## src/rtl/arb_pkg.sv

```systemverilog
// Shared definitions for the 8-requester arbiter: state encoding, sizes and
// the one-hot to binary index helper.
package arb_pkg;

  localparam int NUM_REQ = 8;
  localparam int ID_W    = 3;

  typedef enum logic [1:0] {
    IDLE  = 2'd0,
    GRANT = 2'd1,
    GAP   = 2'd2
  } arb_state_e;

  function automatic logic [ID_W-1:0] onehot_to_idx(input logic [NUM_REQ-1:0] oh);
    logic [ID_W-1:0] idx;
    idx = {ID_W{1'b0}};
    for (int i = 0; i < NUM_REQ; i++) begin
      if (oh[i]) begin
        idx = idx | ID_W'(i);
      end else begin
        idx = idx;
      end
    end
    return idx;
  endfunction

endpackage

```

## src/rtl/arb_priority_pick.sv

```systemverilog
// Combinational highest-priority one-hot picker (bit 7 highest).
// With RR_EN defined the input is rotated so bit (rot-1) wins first and rot is lowest.
module arb_priority_pick
  import arb_pkg::*;
(
  input  logic [NUM_REQ-1:0] req_vec,
`ifdef RR_EN
  input  logic [ID_W-1:0]    rot,
`endif
  output logic [NUM_REQ-1:0] pick_oh,
  output logic               none
);

  logic [NUM_REQ-1:0] rot_req_s;
  logic [NUM_REQ-1:0] rot_pick_s;

`ifdef RR_EN
  logic [2*NUM_REQ-1:0] dbl_req_s;
  logic [2*NUM_REQ-1:0] dbl_pick_s;

  // Rotate right by rot into priority space, rotate the winner back left.
  always_comb begin
    dbl_req_s  = {req_vec, req_vec} >> rot;
    rot_req_s  = dbl_req_s[NUM_REQ-1:0];
    dbl_pick_s = {rot_pick_s, rot_pick_s} << rot;
    pick_oh    = dbl_pick_s[2*NUM_REQ-1:NUM_REQ];
  end
`else
  // Fixed priority: no rotation.
  always_comb begin
    rot_req_s = req_vec;
    pick_oh   = rot_pick_s;
  end
`endif

  // Upward scan so the highest set bit overwrites any lower one.
  always_comb begin
    rot_pick_s = {NUM_REQ{1'b0}};
    for (int i = 0; i < NUM_REQ; i++) begin
      if (rot_req_s[i]) begin
        rot_pick_s    = {NUM_REQ{1'b0}};
        rot_pick_s[i] = 1'b1;
      end else begin
        rot_pick_s = rot_pick_s;
      end
    end
  end

  assign none = (req_vec == {NUM_REQ{1'b0}});

endmodule

```

## src/rtl/req_arbiter_8ch.sv

```systemverilog
// 8-requester arbiter with registered grant, bounded hold time and a
// one-cycle gap between owners. Define RR_EN for round-robin priority.
module req_arbiter_8ch
  import arb_pkg::*;
#(
  parameter int MAX_HOLD = 16
) (
  input  logic                clk,
  input  logic                rst,
  input  logic [NUM_REQ-1:0]  req,
  output logic [NUM_REQ-1:0]  grant,
  output logic [ID_W-1:0]     grant_id,
  output logic                grant_valid,
  output logic                expire,
  output logic                idle
);

  localparam int CNT_W = 8;
  localparam bit HOLD_EN = (MAX_HOLD != 0);
  localparam logic [CNT_W-1:0] HOLD_LAST = CNT_W'(HOLD_EN ? MAX_HOLD - 1 : 0);
  localparam logic [CNT_W-1:0] CNT_MAX = {CNT_W{1'b1}};

  arb_state_e         state_r, state_s;
  logic [NUM_REQ-1:0] grant_r, grant_s;
  logic [ID_W-1:0]    grant_id_r, grant_id_s;
  logic               grant_valid_r, grant_valid_s;
  logic               expire_r, expire_s;
  logic [CNT_W-1:0]   hold_cnt_r, hold_cnt_s;
  logic [NUM_REQ-1:0] mask_r, mask_s;
  logic [NUM_REQ-1:0] masked_s, cand_s, pick_oh_s;
  logic               pick_none_s;
  logic [ID_W-1:0]    pick_id_s;
  logic               owner_req_s;

  // The expiry mask only steers the pick while some unmasked requester exists.
  assign masked_s    = req & ~mask_r;
  assign cand_s      = (masked_s != {NUM_REQ{1'b0}}) ? masked_s : req;
  assign pick_id_s   = onehot_to_idx(pick_oh_s);
  assign owner_req_s = req[grant_id_r];

`ifdef RR_EN
  logic [ID_W-1:0] last_id_r, last_id_s;

  arb_priority_pick u_pick (
    .req_vec (cand_s),
    .rot     (last_id_r),
    .pick_oh (pick_oh_s),
    .none    (pick_none_s)
  );
`else
  arb_priority_pick u_pick (
    .req_vec (cand_s),
    .pick_oh (pick_oh_s),
    .none    (pick_none_s)
  );
`endif

  // Next-state and next-output computation.
  always_comb begin
    state_s       = state_r;
    grant_s       = grant_r;
    grant_id_s    = grant_id_r;
    grant_valid_s = grant_valid_r;
    expire_s      = 1'b0;
    hold_cnt_s    = hold_cnt_r;
    mask_s        = mask_r;
`ifdef RR_EN
    last_id_s     = last_id_r;
`endif
    case (state_r)
      IDLE, GAP: begin
        mask_s = {NUM_REQ{1'b0}};
        if (!pick_none_s) begin
          state_s       = GRANT;
          grant_s       = pick_oh_s;
          grant_id_s    = pick_id_s;
          grant_valid_s = 1'b1;
          hold_cnt_s    = {CNT_W{1'b0}};
`ifdef RR_EN
          last_id_s     = pick_id_s;
`endif
        end else begin
          state_s       = IDLE;
          grant_s       = {NUM_REQ{1'b0}};
          grant_id_s    = {ID_W{1'b0}};
          grant_valid_s = 1'b0;
        end
      end
      GRANT: begin
        if (!owner_req_s) begin
          state_s       = GAP;
          grant_s       = {NUM_REQ{1'b0}};
          grant_id_s    = {ID_W{1'b0}};
          grant_valid_s = 1'b0;
        end else if (HOLD_EN && (hold_cnt_r == HOLD_LAST)) begin
          state_s       = GAP;
          grant_s       = {NUM_REQ{1'b0}};
          grant_id_s    = {ID_W{1'b0}};
          grant_valid_s = 1'b0;
          expire_s      = 1'b1;
          mask_s        = grant_r;
        end else begin
          hold_cnt_s = (hold_cnt_r == CNT_MAX) ? hold_cnt_r : hold_cnt_r + CNT_W'(1);
        end
      end
      default: begin
        state_s       = IDLE;
        grant_s       = {NUM_REQ{1'b0}};
        grant_id_s    = {ID_W{1'b0}};
        grant_valid_s = 1'b0;
        hold_cnt_s    = {CNT_W{1'b0}};
        mask_s        = {NUM_REQ{1'b0}};
      end
    endcase
  end

  // State and output registers with synchronous reset.
  always_ff @(posedge clk) begin
    if (rst) begin
      state_r       <= IDLE;
      grant_r       <= {NUM_REQ{1'b0}};
      grant_id_r    <= {ID_W{1'b0}};
      grant_valid_r <= 1'b0;
      expire_r      <= 1'b0;
      hold_cnt_r    <= {CNT_W{1'b0}};
      mask_r        <= {NUM_REQ{1'b0}};
`ifdef RR_EN
      last_id_r     <= {ID_W{1'b0}};
`endif
    end else begin
      state_r       <= state_s;
      grant_r       <= grant_s;
      grant_id_r    <= grant_id_s;
      grant_valid_r <= grant_valid_s;
      expire_r      <= expire_s;
      hold_cnt_r    <= hold_cnt_s;
      mask_r        <= mask_s;
`ifdef RR_EN
      last_id_r     <= last_id_s;
`endif
    end
  end

  assign grant       = grant_r;
  assign grant_id    = grant_id_r;
  assign grant_valid = grant_valid_r;
  assign expire      = expire_r;
  assign idle        = (req == {NUM_REQ{1'b0}}) && !grant_valid_r;

endmodule

```

## config.mk

```make
export PLATFORM = sky130hd
export DESIGN_NAME = req_arbiter_8ch
export DESIGN_NICKNAME = d
export VERILOG_FILES = /design/src/rtl/arb_pkg.sv /design/src/rtl/arb_priority_pick.sv /design/src/rtl/req_arbiter_8ch.sv
export SDC_FILE = /design/constraint.sdc
export NUM_CORES = 1
export LEC_CHECK = 0
export ABC_AREA = 0
export CORE_MARGIN = 1.5
export CORE_UTILIZATION = 53
export DETAILED_ROUTE_END_ITERATION = 7
export PLACE_DENSITY = 0.81
export RECOVER_POWER = 100
export SETUP_SLACK_MARGIN = 0.1
export SYNTH_ARGS = -nofsm -noshare
export SYNTH_HDL_FRONTEND = slang
export SYNTH_SLANG_ARGS = --single-unit
```

## constraint.sdc

```tcl
create_clock -name clk -period 2.5 [get_ports clk]
set_input_delay 0.5 -clock clk [delete_from_list [all_inputs] [get_ports clk]]
set_output_delay 0.5 -clock clk [all_outputs]
set_load 0.1 [all_outputs]
```

==> impl_summary.md <==
Pwr
For this design the static power due to leakage is 0.695 nW. VDD sags by at most 0.500 mV. For this design the ratio of total power to cell area is 548 mW/mm^2. The total power draw is 1.06 mW.

Clock tree
The clock drives 31 sinks. Clock latency on the worst-skew pair, taken at its later pin, is 0.33 ns. In this run the post-CTS setup repair buffer count came out at 0. The quantity of hold-fixing buffers added after cts is 0.

The number of clock buffers added by TritonCTS is 5. In this run the clock root is driven by a sky130_fd_sc_hd__clkbuf_4. Clock-pin slew was measured on the worst setup and hold paths at 0.09 ns. Counting along the longest clock path gives a buffer depth of 2. The H-tree level count is 2. TritonCTS built the clock tree.

STA
Setup violations remaining at the end of the flow were counted as 0. The count of final hold-check violations is 0. The tightest hold path in the finished design has a slack of 0.478 ns. The max-slew violation count is 0. The worst pin sits at a relative slew slack of 0.212. The least setup slack across all paths after layout is 0.120 ns. The worst clock skew is 0.00498 ns. At the pin with the least slew margin, the transition time is 1.19 ns. The worst path needs 2.38 ns of the cycle, external delays included. For this run, the top clock speed supported by timing is 420 MHz. Setup repair after global routing left no endpoint under its margin.

The post-route clock period utilization is 0.952.

Yosys
For this run, asynchronously set or reset flops after synthesis account for 0. The fraction of the yosys area taken by sequential cells is 0.393. The area of the mapped netlist is 0.00158 mm^2. The cell type contributing the most total cell area after synthesis is sky130_fd_sc_hd__dfxtp_1. The cell count after synthesis is 190. The count of yosys warnings during synthesis is 0. After synthesis, the cell types taking the most area are sky130_fd_sc_hd__dfxtp_1, sky130_fd_sc_hd__a21oi_1, sky130_fd_sc_hd__nand2_1. Of the post-synthesis cell area, the dominant cell type holds 0.393. The leading register cell type out of synthesis is sky130_fd_sc_hd__dfxtp_1. Yosys mapped a number of flops with a built-in enable equal to 0. The netlist uses 44 different library cells. The synthesized flop and latch total is 31. The number of nets in the synthesized netlist is 201.

The mean area per synthesized cell is 8.30 um^2.

Critical path
The launching element type of the critical path is a primary input. The worst register-to-register path begins at hold_cnt_r[0]$_SDFFE_PP0P_. The minimum setup slack among reg-to-reg paths is 0.44 ns. The worst setup path is captured at an output pin. Data on the critical path arrives at its endpoint at 1.88 ns. The worst-path maximum fanout is 3. The required time at the endpoint of the critical path is 2.00 ns. The worst register-to-register path ends at hold_cnt_r[7]$_SDFFE_PP0P_. The capturing element of the worst setup path is idle. The depth of the most critical reg-to-reg path is 8. The type of the worst setup path is primary input to output pin.

The start point of the critical path is req[7].

Route
The via count normalized by instance count is 6.17. The pre-antenna-repair detailed-routing pass consisted of 5 iterations. The initial detailed-routing violation count is 136. The routed layout has 1630 vias. The count of nets left with antenna violations after detail routing is 0.

After detailed routing, the number of remaining DRC violations is 0. The detail-routed net length per standard cell is 16.4 um. The routed wire length is 4.32 mm.

Placed design
Once placement finished, the instance area stood at 0.00193 mm^2. The post-placement worst setup slack is -0.152 ns. The global placer's final weighted congestion is 0.953.

The detailed-placement wirelength estimate is 3.19 mm. In this run the tool buffered the top-level ports with 23 buffer cells.

Global route
The global router's overall resource usage is 0.287. The number of global-route vias before repair is 1578. The overall overflow remaining after global route is 0. The number of antenna violations at the first check in global routing came to 0.

The pin count of the biggest net entering global routing is 15. The global-route wire length before repair is 7.23 mm.

Status
The run finished with clean final reports.

Die
The floorplan step set the die height to 57.6 um. The floorplan step set the die width to 57.6 um. The placeable core region is 0.00278 mm^2. The number of cell rows is 19. Pin placement for this block handled 24 I/O pins. The starting utilization of the core area is 0.567.

The die outline area is 0.00331 mm^2.

Cells and area
The post-layout utilization of the core is 0.693. The final instance area is 0.00193 mm^2. Compared with the post-synthesis result, the final layout area differs by 22.2%.

In the final layout, the share of cells above drive strength 1 is 0.150. The sequential cell area is 622 um^2. 0 antenna diodes ended up in the layout. The layout filler cell count is 238. The footprint of the multi-input gates is 905 um^2. The net count of the finished layout is 244.

Min path
The worst min-delay path category is flip-flop to flip-flop. Counting instances, the worst hold path has a depth of 2.

Job
The tool flagged a number of max-cap violations equal to 0.
[critical path, cell delays in order]
cell                              delay [ns]
sky130_fd_sc_hd__clkdlybuf4s50_1        0.46
sky130_fd_sc_hd__buf_4                  0.16
sky130_fd_sc_hd__nor4_2                 0.15
sky130_fd_sc_hd__buf_4                  0.16
sky130_fd_sc_hd__nand2_1                0.07
sky130_fd_sc_hd__nor2_2                 0.09
sky130_fd_sc_hd__buf_4                  0.29
[synthesized netlist by cell type, types with 3 or more instances]
cell                       number
sky130_fd_sc_hd__a21oi_1       21
sky130_fd_sc_hd__a22oi_1        3
sky130_fd_sc_hd__a31oi_1        3
sky130_fd_sc_hd__dfxtp_1       31
sky130_fd_sc_hd__inv_1          7
sky130_fd_sc_hd__nand2_1       26
sky130_fd_sc_hd__nand2b_1       7
sky130_fd_sc_hd__nand3_1        7
sky130_fd_sc_hd__nand4_1        5
sky130_fd_sc_hd__nor2_1        12
sky130_fd_sc_hd__nor3_1         3
sky130_fd_sc_hd__nor4_1         4
sky130_fd_sc_hd__o21ai_0       16
sky130_fd_sc_hd__or3_1          4
sky130_fd_sc_hd__xnor2_1        3
[metal layers]
layer / GRT usage / vias up / routed length (um)
li1: - / 788 / -
met1: 0.353 / 769 / 1820
met2: 0.498 / 64 / 2180
met3: 0.0635 / 9 / 271
met4: 0.0897 / 0 / 55
met5: 0 / - / 0
[metrics by stage]
stage,TNS (ns),cells
floorplan,0,190
global placement,-0.0619,257
detailed placement,-0.468,257
CTS,0,264
global route,0,264
finish,0,264
[power by group]
| group | switching, mW | internal (mW) |
|---|---|---|
| combinational | 0.160 | 0.0735 |
| clock | 0.170 | 0.130 |
| sequential | 0.0140 | 0.507 |
[cells by family (layout without fill, tap and decap cells)]
kind of cell	Yosys count	count (layout)	share of synthesized area
flops	31	31	0.393
compound gates	62	62	0.248
xor+xnor	3	3	0.0167
mux	4	4	0.0492
simple gates	76	76	0.239
fa+ha+maj	1	1	0.00793
buf+inv	13	56	0.0452
[registers in the layout, indices dropped and copies added (netlist names)]
signal       cells
hold_cnt_r       8
grant_id         3
mask_r           8
expire           1
grant_valid      1
state_r          2
grant            8
[layout make-up]
class / instances / share of cell area
Timing Repair Buffer: 42 / 0.145
Inverter: 7 / 0.0136
Tap cell: 31 / 0.0201
Clock inverter: 1 / 0.00260
Clock buffer: 6 / 0.0266
Multi-Input combinational cell: 146 / 0.469
Sequential cell: 31 / 0.323
[cells in the final DEF (no fill, tap or decap), types with 4 or more instances in the layout]
master / n
sky130_fd_sc_hd__clkbuf_1: 14
sky130_fd_sc_hd__nand3_1: 7
sky130_fd_sc_hd__dlygate4sd2_1: 4
sky130_fd_sc_hd__nand4_1: 5
sky130_fd_sc_hd__buf_4: 17
sky130_fd_sc_hd__nor2_1: 11
sky130_fd_sc_hd__clkbuf_4: 6
sky130_fd_sc_hd__nand2_1: 26
sky130_fd_sc_hd__inv_1: 7
sky130_fd_sc_hd__o21ai_0: 16
sky130_fd_sc_hd__nand2b_1: 7
sky130_fd_sc_hd__dfxtp_1: 30
sky130_fd_sc_hd__or3_1: 4
sky130_fd_sc_hd__clkdlybuf4s50_1: 4
sky130_fd_sc_hd__a21oi_1: 22
[worst min path at each step]
| stage | start | to | slack [ns] |
|---|---|---|---|
| 5_1_grt | grant[3]$_SDFFE_PP0P_ | mask_r[3]$_SDFFE_PP0P_ | 0.50 |
| 4_1_cts | grant[7]$_SDFFE_PP0P_ | mask_r[7]$_SDFFE_PP0P_ | 0.48 |
| 2_1_floorplan | hold_cnt_r[0]$_SDFFE_PP0P_ | hold_cnt_r[0]$_SDFFE_PP0P_ | 0.46 |
| 3_5_place_dp | grant[7]$_SDFFE_PP0P_ | mask_r[7]$_SDFFE_PP0P_ | 0.47 |
| 6_report | grant[7]$_SDFFE_PP0P_ | mask_r[7]$_SDFFE_PP0P_ | 0.48 |
| 3_3_place_gp | grant[1]$_SDFFE_PP0P_ | mask_r[1]$_SDFFE_PP0P_ | 0.45 |
[timing repair]
action                     4_1_cts  5_1_grt
pin swaps                        3        1
setup endpoints to repair        1        1
resized for setup                6        2
(Power assumes the default switching activity.)
==> variant 1 (same flow settings) <==
Set the package constant `ID_W` to 5 (it was 3).
--- a/src/rtl/arb_pkg.sv
+++ b/src/rtl/arb_pkg.sv
@@ -5,3 +5,3 @@
   localparam int NUM_REQ = 8;
-  localparam int ID_W    = 3;
+  localparam int ID_W    = 5;
 
Ports: changed (resized grant_id); port bits go from 24 to 26. The function was not compared with the original's and may differ.
==> variant 1 against the unedited design <==
Wire length fell by 8.9%. Sequential cell count did not move. Sequential share of layout area fell by 0.29 points. Sequential power barely moved. Global-route usage fell by 3.6 points. Die area rose by 0.45%. Cell count fell by 5.7%. Area after synthesis rose by 0.48%. Cell area rose by 1.1%. Total power rose by 1.2%. Setup slack got worse by 0.0046 ns. Clock power rose by 3%. Critical path depth fell by 1. Critical path type unchanged. Largest power group unchanged. Highest routed layer unchanged.
==> variant 1: results (changes against the unedited design) <==
Worst hold path:
- The end point of the worst hold path was grant[0] (was mask_r[7]).
- The hold path startpoint was grant[0] (was grant[7]).

Logic synthesis:
- The gate count after technology mapping is 178 (was 190).
- Synth area leaders: dfxtp_1 39%, nor2_1 6.9%, mux2i_1 5.1% (was dfxtp_1 39%, a21oi_1 6.7%, nand2_1 6.2%).
- The proportion of synthesized chip area in sequential cells is 0.391 (was 0.393).
- Most instantiated cells after synthesis: 31 x dfxtp_1, 29 x nor2_1, 16 x nand2_1 (was 31 x dfxtp_1, 26 x nand2_1, 21 x a21oi_1).
- The distinct cell type count of the synthesized netlist was 47 (was 44).

Power and ir drop:
- The power spent charging and discharging nets is 0.000360 W (was 0.000345 W).
- The standby leakage power is 0.679 nW (was 0.695 nW).
- The worst IR drop on VDD is 0.362 mV (was 0.500 mV).

Setup path:
- The startpoint of the worst register-to-register path is grant_id[0] (was hold_cnt_r[0]).
- The path depth of the worst reg2reg path is 7 (was 8).
- The delay of the slowest cell on the worst path is 0.48 ns (was 0.46 ns).
- The worst setup path startpoint is req[3] (was req[7]).
- The capture instance of the worst register-to-register path is hold_cnt_r[4] (was hold_cnt_r[7]).
- The maximum fanout along the worst path is 3 (unchanged).
- The register-to-register setup slack was 0.48 ns (was 0.44 ns).

Global routing:
- The via count of the first global-routing pass is 1408 (was 1578).
- The combined global-route utilization of all metal layers is 0.251 (was 0.287).
- The largest net degree at the start of global routing is 14 (was 15).
- The first-pass GRT wire length is 6.26 mm (was 7.23 mm).

STA:
- The headroom to the max-slew limit came to 0.224 (was 0.212).
- The worst clock skew on the final layout is 0.0113 ns (was 0.00498 ns).
- The final-layout worst hold slack is 0.483 ns (was 0.478 ns).

Status:
- Outcome: finished clean (unchanged).

Placed design:
- The setup slack at placement is -0.222 ns (was -0.152 ns).
- The count of input and output buffers is 23 (unchanged).
- The number of placed instances, taps included came to 239 (was 257).
- The HPWL after detailed placement is 2.87 mm (was 3.19 mm).
- The routability congestion estimate is 0.884 (was 0.953).

Drt:
- The mean number of vias per cell is 5.80 (was 6.17).
- The aggregate routed wire length is 3.94 mm (was 4.32 mm).
- The iteration count of the initial detailed-routing pass is 4 (was 5).
- The starting DRC count in detailed routing is 59 (was 136).

Layout:
- The fraction of layout cells with a size suffix above 1 is 0.183 (was 0.150).
- The net count of the finished layout came to 229 (was 244).
- The count of inserted antenna diode cells is 0 (unchanged).
- The post-route non-filler standard cell count came to 249 (was 264).

CTS:
- The source-to-sink clock delay at the later pin of the worst-skew pair came to 0.35 ns (was 0.33 ns).
- The register clock-pin slew on the reported worst setup and hold paths is 0.09 ns (about the same).
-- variant 1: changes by cell type after synthesis, moves of 4 or more --
| cell | unedited run | this run |
|---|---|---|
| nand4b_1 | 0 | 4 |
| nor2_1 | 12 | 29 |
| a21oi_1 | 21 | 10 |
| nand2_1 | 26 | 16 |
| mux2i_1 | 1 | 8 |
| o21ai_0 | 16 | 5 |
-- variant 1: what timing repair did --
action / 4_1_cts / 5_1_grt
endpoints found under the setup margin: 1 / 21
pin swaps: 1 / 1
setup buffers: 2 / 1
gates resized for setup: 2 / 4
-- variant 1: kinds of logic after synthesis --
group / synth area share
xor+xnor: 0.0331
fa+ha+maj: 0.00789
simple gates: 0.257
compound gates: 0.172
mux: 0.0923
buf+inv: 0.0442
other cells: 0.00237
flops: 0.391
-- variant 1: per-layer routing --
| layer | track usage | vias to the layer above | share of wire |
|---|---|---|---|
| li1 | - | 710 | - |
| met1 | 0.297 | 666 | 0.41 |
| met2 | 0.393 | 55 | 0.49 |
| met3 | 0.0804 | 14 | 0.070 |
| met4 | 0.159 | 0 | 0.033 |
| met5 | 0 | - | 0 |
-- variant 1: cell type report --
class | instances | area [µm²]
timing repair buffer | 40 | 282
fill | 232 | 856
inverter | 6 | 22.5
clock inverter | 1 | 5.00
clock buffer | 6 | 51.3
tap | 31 | 38.8
sequential | 31 | 623
multi-input combinational | 134 | 927
-- variant 1: power groups by stage --
stage | logic (W) | clock network [W] | registers, W
after floorplan | 0.000104 | 0 | 0.000596
after global placement | 0.000230 | 0 | 0.000534
after detailed placement | 0.000235 | 0 | 0.000534
after CTS | 0.000236 | 0.000310 | 0.000523
after global routing | 0.000250 | 0.000329 | 0.000526
final | 0.000236 | 0.000309 | 0.000523
==> variant 2 (config.mk and constraints unchanged) <==
Made on the original files. Re-encode `arb_state_e` (3 states) as one-hot, 3 bits wide.
--- a/src/rtl/arb_pkg.sv
+++ b/src/rtl/arb_pkg.sv
@@ -7,6 +7,6 @@
 
-  typedef enum logic [1:0] {
-    IDLE  = 2'd0,
-    GRANT = 2'd1,
-    GAP   = 2'd2
+  typedef enum logic [2:0] {
+    IDLE  = 3'b001,
+    GRANT = 3'b010,
+    GAP   = 3'b100
   } arb_state_e;
Check against the original RTL: no difference found for any inputs over 10 cycles, from zero or initial values and one cycle with rst high; not proved beyond that.
==> variant 2 against the unedited design <==
Wire length grew 4.8%. Maximum frequency fell by 2.7%. Total power is 16% higher. Sequential cell count is 1 higher. Global-route usage is 0.45 points higher. Register-to-register slack got worse by 0.03 ns. Core utilization grew 1.5 points. Worst hold slack worse by 0.0069 ns. Setup slack got worse by 0.067 ns. First-iteration DRC count fell by 25%. Area after synthesis grew 1.4%. Cell count up 0.38%. Cell area grew 3.1%. Critical path depth rose by 1. Critical path type is now primary input to register. Critical endpoint is now hold_cnt_r[5]. Highest routed layer unchanged.
==> variant 2: results (changes against the unedited design) <==
Global routing:
- The via count of the first global-routing pass is 1610 (was 1578).

Logic synthesis:
- The proportion of synthesized chip area in sequential cells is 0.400 (was 0.393).
- Most instantiated cells after synthesis: 32 x dfxtp_1, 26 x nand2_1, 22 x a21oi_1 (was 31 x dfxtp_1, 26 x nand2_1, 21 x a21oi_1).
- The synthesized-area fraction occupied by ao, oa, aoi and oai cells is 0.238 (was 0.248).
- Synth area leaders: dfxtp_1 40%, a21oi_1 6.9%, nand2_1 6.1% (was dfxtp_1 39%, a21oi_1 6.7%, nand2_1 6.2%).
- The share of cell area taken by muxes after synthesis is 0.0485 (was 0.0492).
- The share of the synthesized netlist area taken by xor and xnor gates was 0.0219 (was 0.0167).

Power and ir drop:
- The clock network power is 0.000328 W (was 0.000301 W).
- The power in sequential cells is 0.000560 W (was 0.000521 W).
- The standby leakage power is 0.671 nW (was 0.695 nW).
- The worst IR drop on VDD is 0.402 mV (was 0.500 mV).

Setup path:
- The delay of the slowest cell on the worst path came to 0.66 ns (was 0.46 ns).
- The cell with the largest stage delay on the worst path is dlygate4sd3_1 (was clkdlybuf4s50_1).
- The maximum fanout along the worst path is 11 (was 3).
- The data arrival time at the worst-slack endpoint is 2.67 ns (was 1.88 ns).

Drt:
- The iteration count of the initial detailed-routing pass is 7 (was 5).
- The aggregate routed wire length is 4.53 mm (was 4.32 mm).
- The wire length on met3 is 332 µm (was 271 µm).
- The met1 layer wirelength in the final routing came to 1.75 mm (was 1.82 mm).
- The via count is 1708 (was 1630).
- The starting DRC count in detailed routing was 102 (was 136).

STA:
- The headroom to the max-slew limit is 0.204 (was 0.212).

Placed design:
- The routability congestion estimate is 1.02 (was 0.953).
- The setup slack at placement is -0.196 ns (was -0.152 ns).

Status:
- Outcome: finished clean (unchanged).

Layout:
- The net count of the finished layout is 245 (was 244).
[variant 2: cell count changes in the layout (fill, tap and decap cells not counted), moves of 2 or more]
cell / delta
a21o_1: +2
dlygate4sd2_1: -4
and2_1: +3
o2111a_1: -2
clkdlybuf4s50_1: +4
inv_1: -2
a31oi_1: -2
buf_4: -2
and3_1: +2
[variant 2: area by class of cell]
type	instances	area, µm²
multi-input combinational	149	935
fill	233	818
sequential	32	642
timing repair buffer	41	288
clock buffer	7	65.1
tap	31	38.8
inverter	5	18.8
[variant 2: per-stage QoR]
step	instances	setup TNS, ns	total power (W)
5_1_grt	265	0	0.00128
2_1_floorplan	192	0	0.000808
4_1_cts	265	0	0.00123
3_3_place_gp	258	-0.338	0.000910
6_report	265	0	0.00123
3_5_place_dp	258	-1.45	0.000917
[variant 2: timing repair]
item                       4_1_cts  5_1_grt
setup endpoints to repair        0       10
hold endpoints to repair         0        0
resized for setup                0        4
[variant 2: routing by layer]
metal  vias to the layer above  track usage
li1                        789            -
met3                        11       0.0714
met1                       814        0.339
met5                         -            0
met2                        94        0.510
met4                         0        0.123
[variant 2: worst paths after layout]
check / slack (ns) / start / cells after the start / to
worst max-delay path: 0.05 / req[3] / 8 / hold_cnt_r[5]
worst min-delay path: 0.47 / grant[0] / 2 / mask_r[0]
worst max register to register: 0.41 / hold_cnt_r[0] / 6 / mask_r[7]
worst min register to register: 0.47 / grant[0] / 2 / mask_r[0]
[variant 2: worst reg2reg max path: stages, from the launching register on]
cell	delay [ns]
dfxtp_1	0.38
ha_1	0.21
nand3_1	0.14
nand2b_1	0.39
nor2_1	0.55
nand2_1	0.14
a21oi_1	0.19
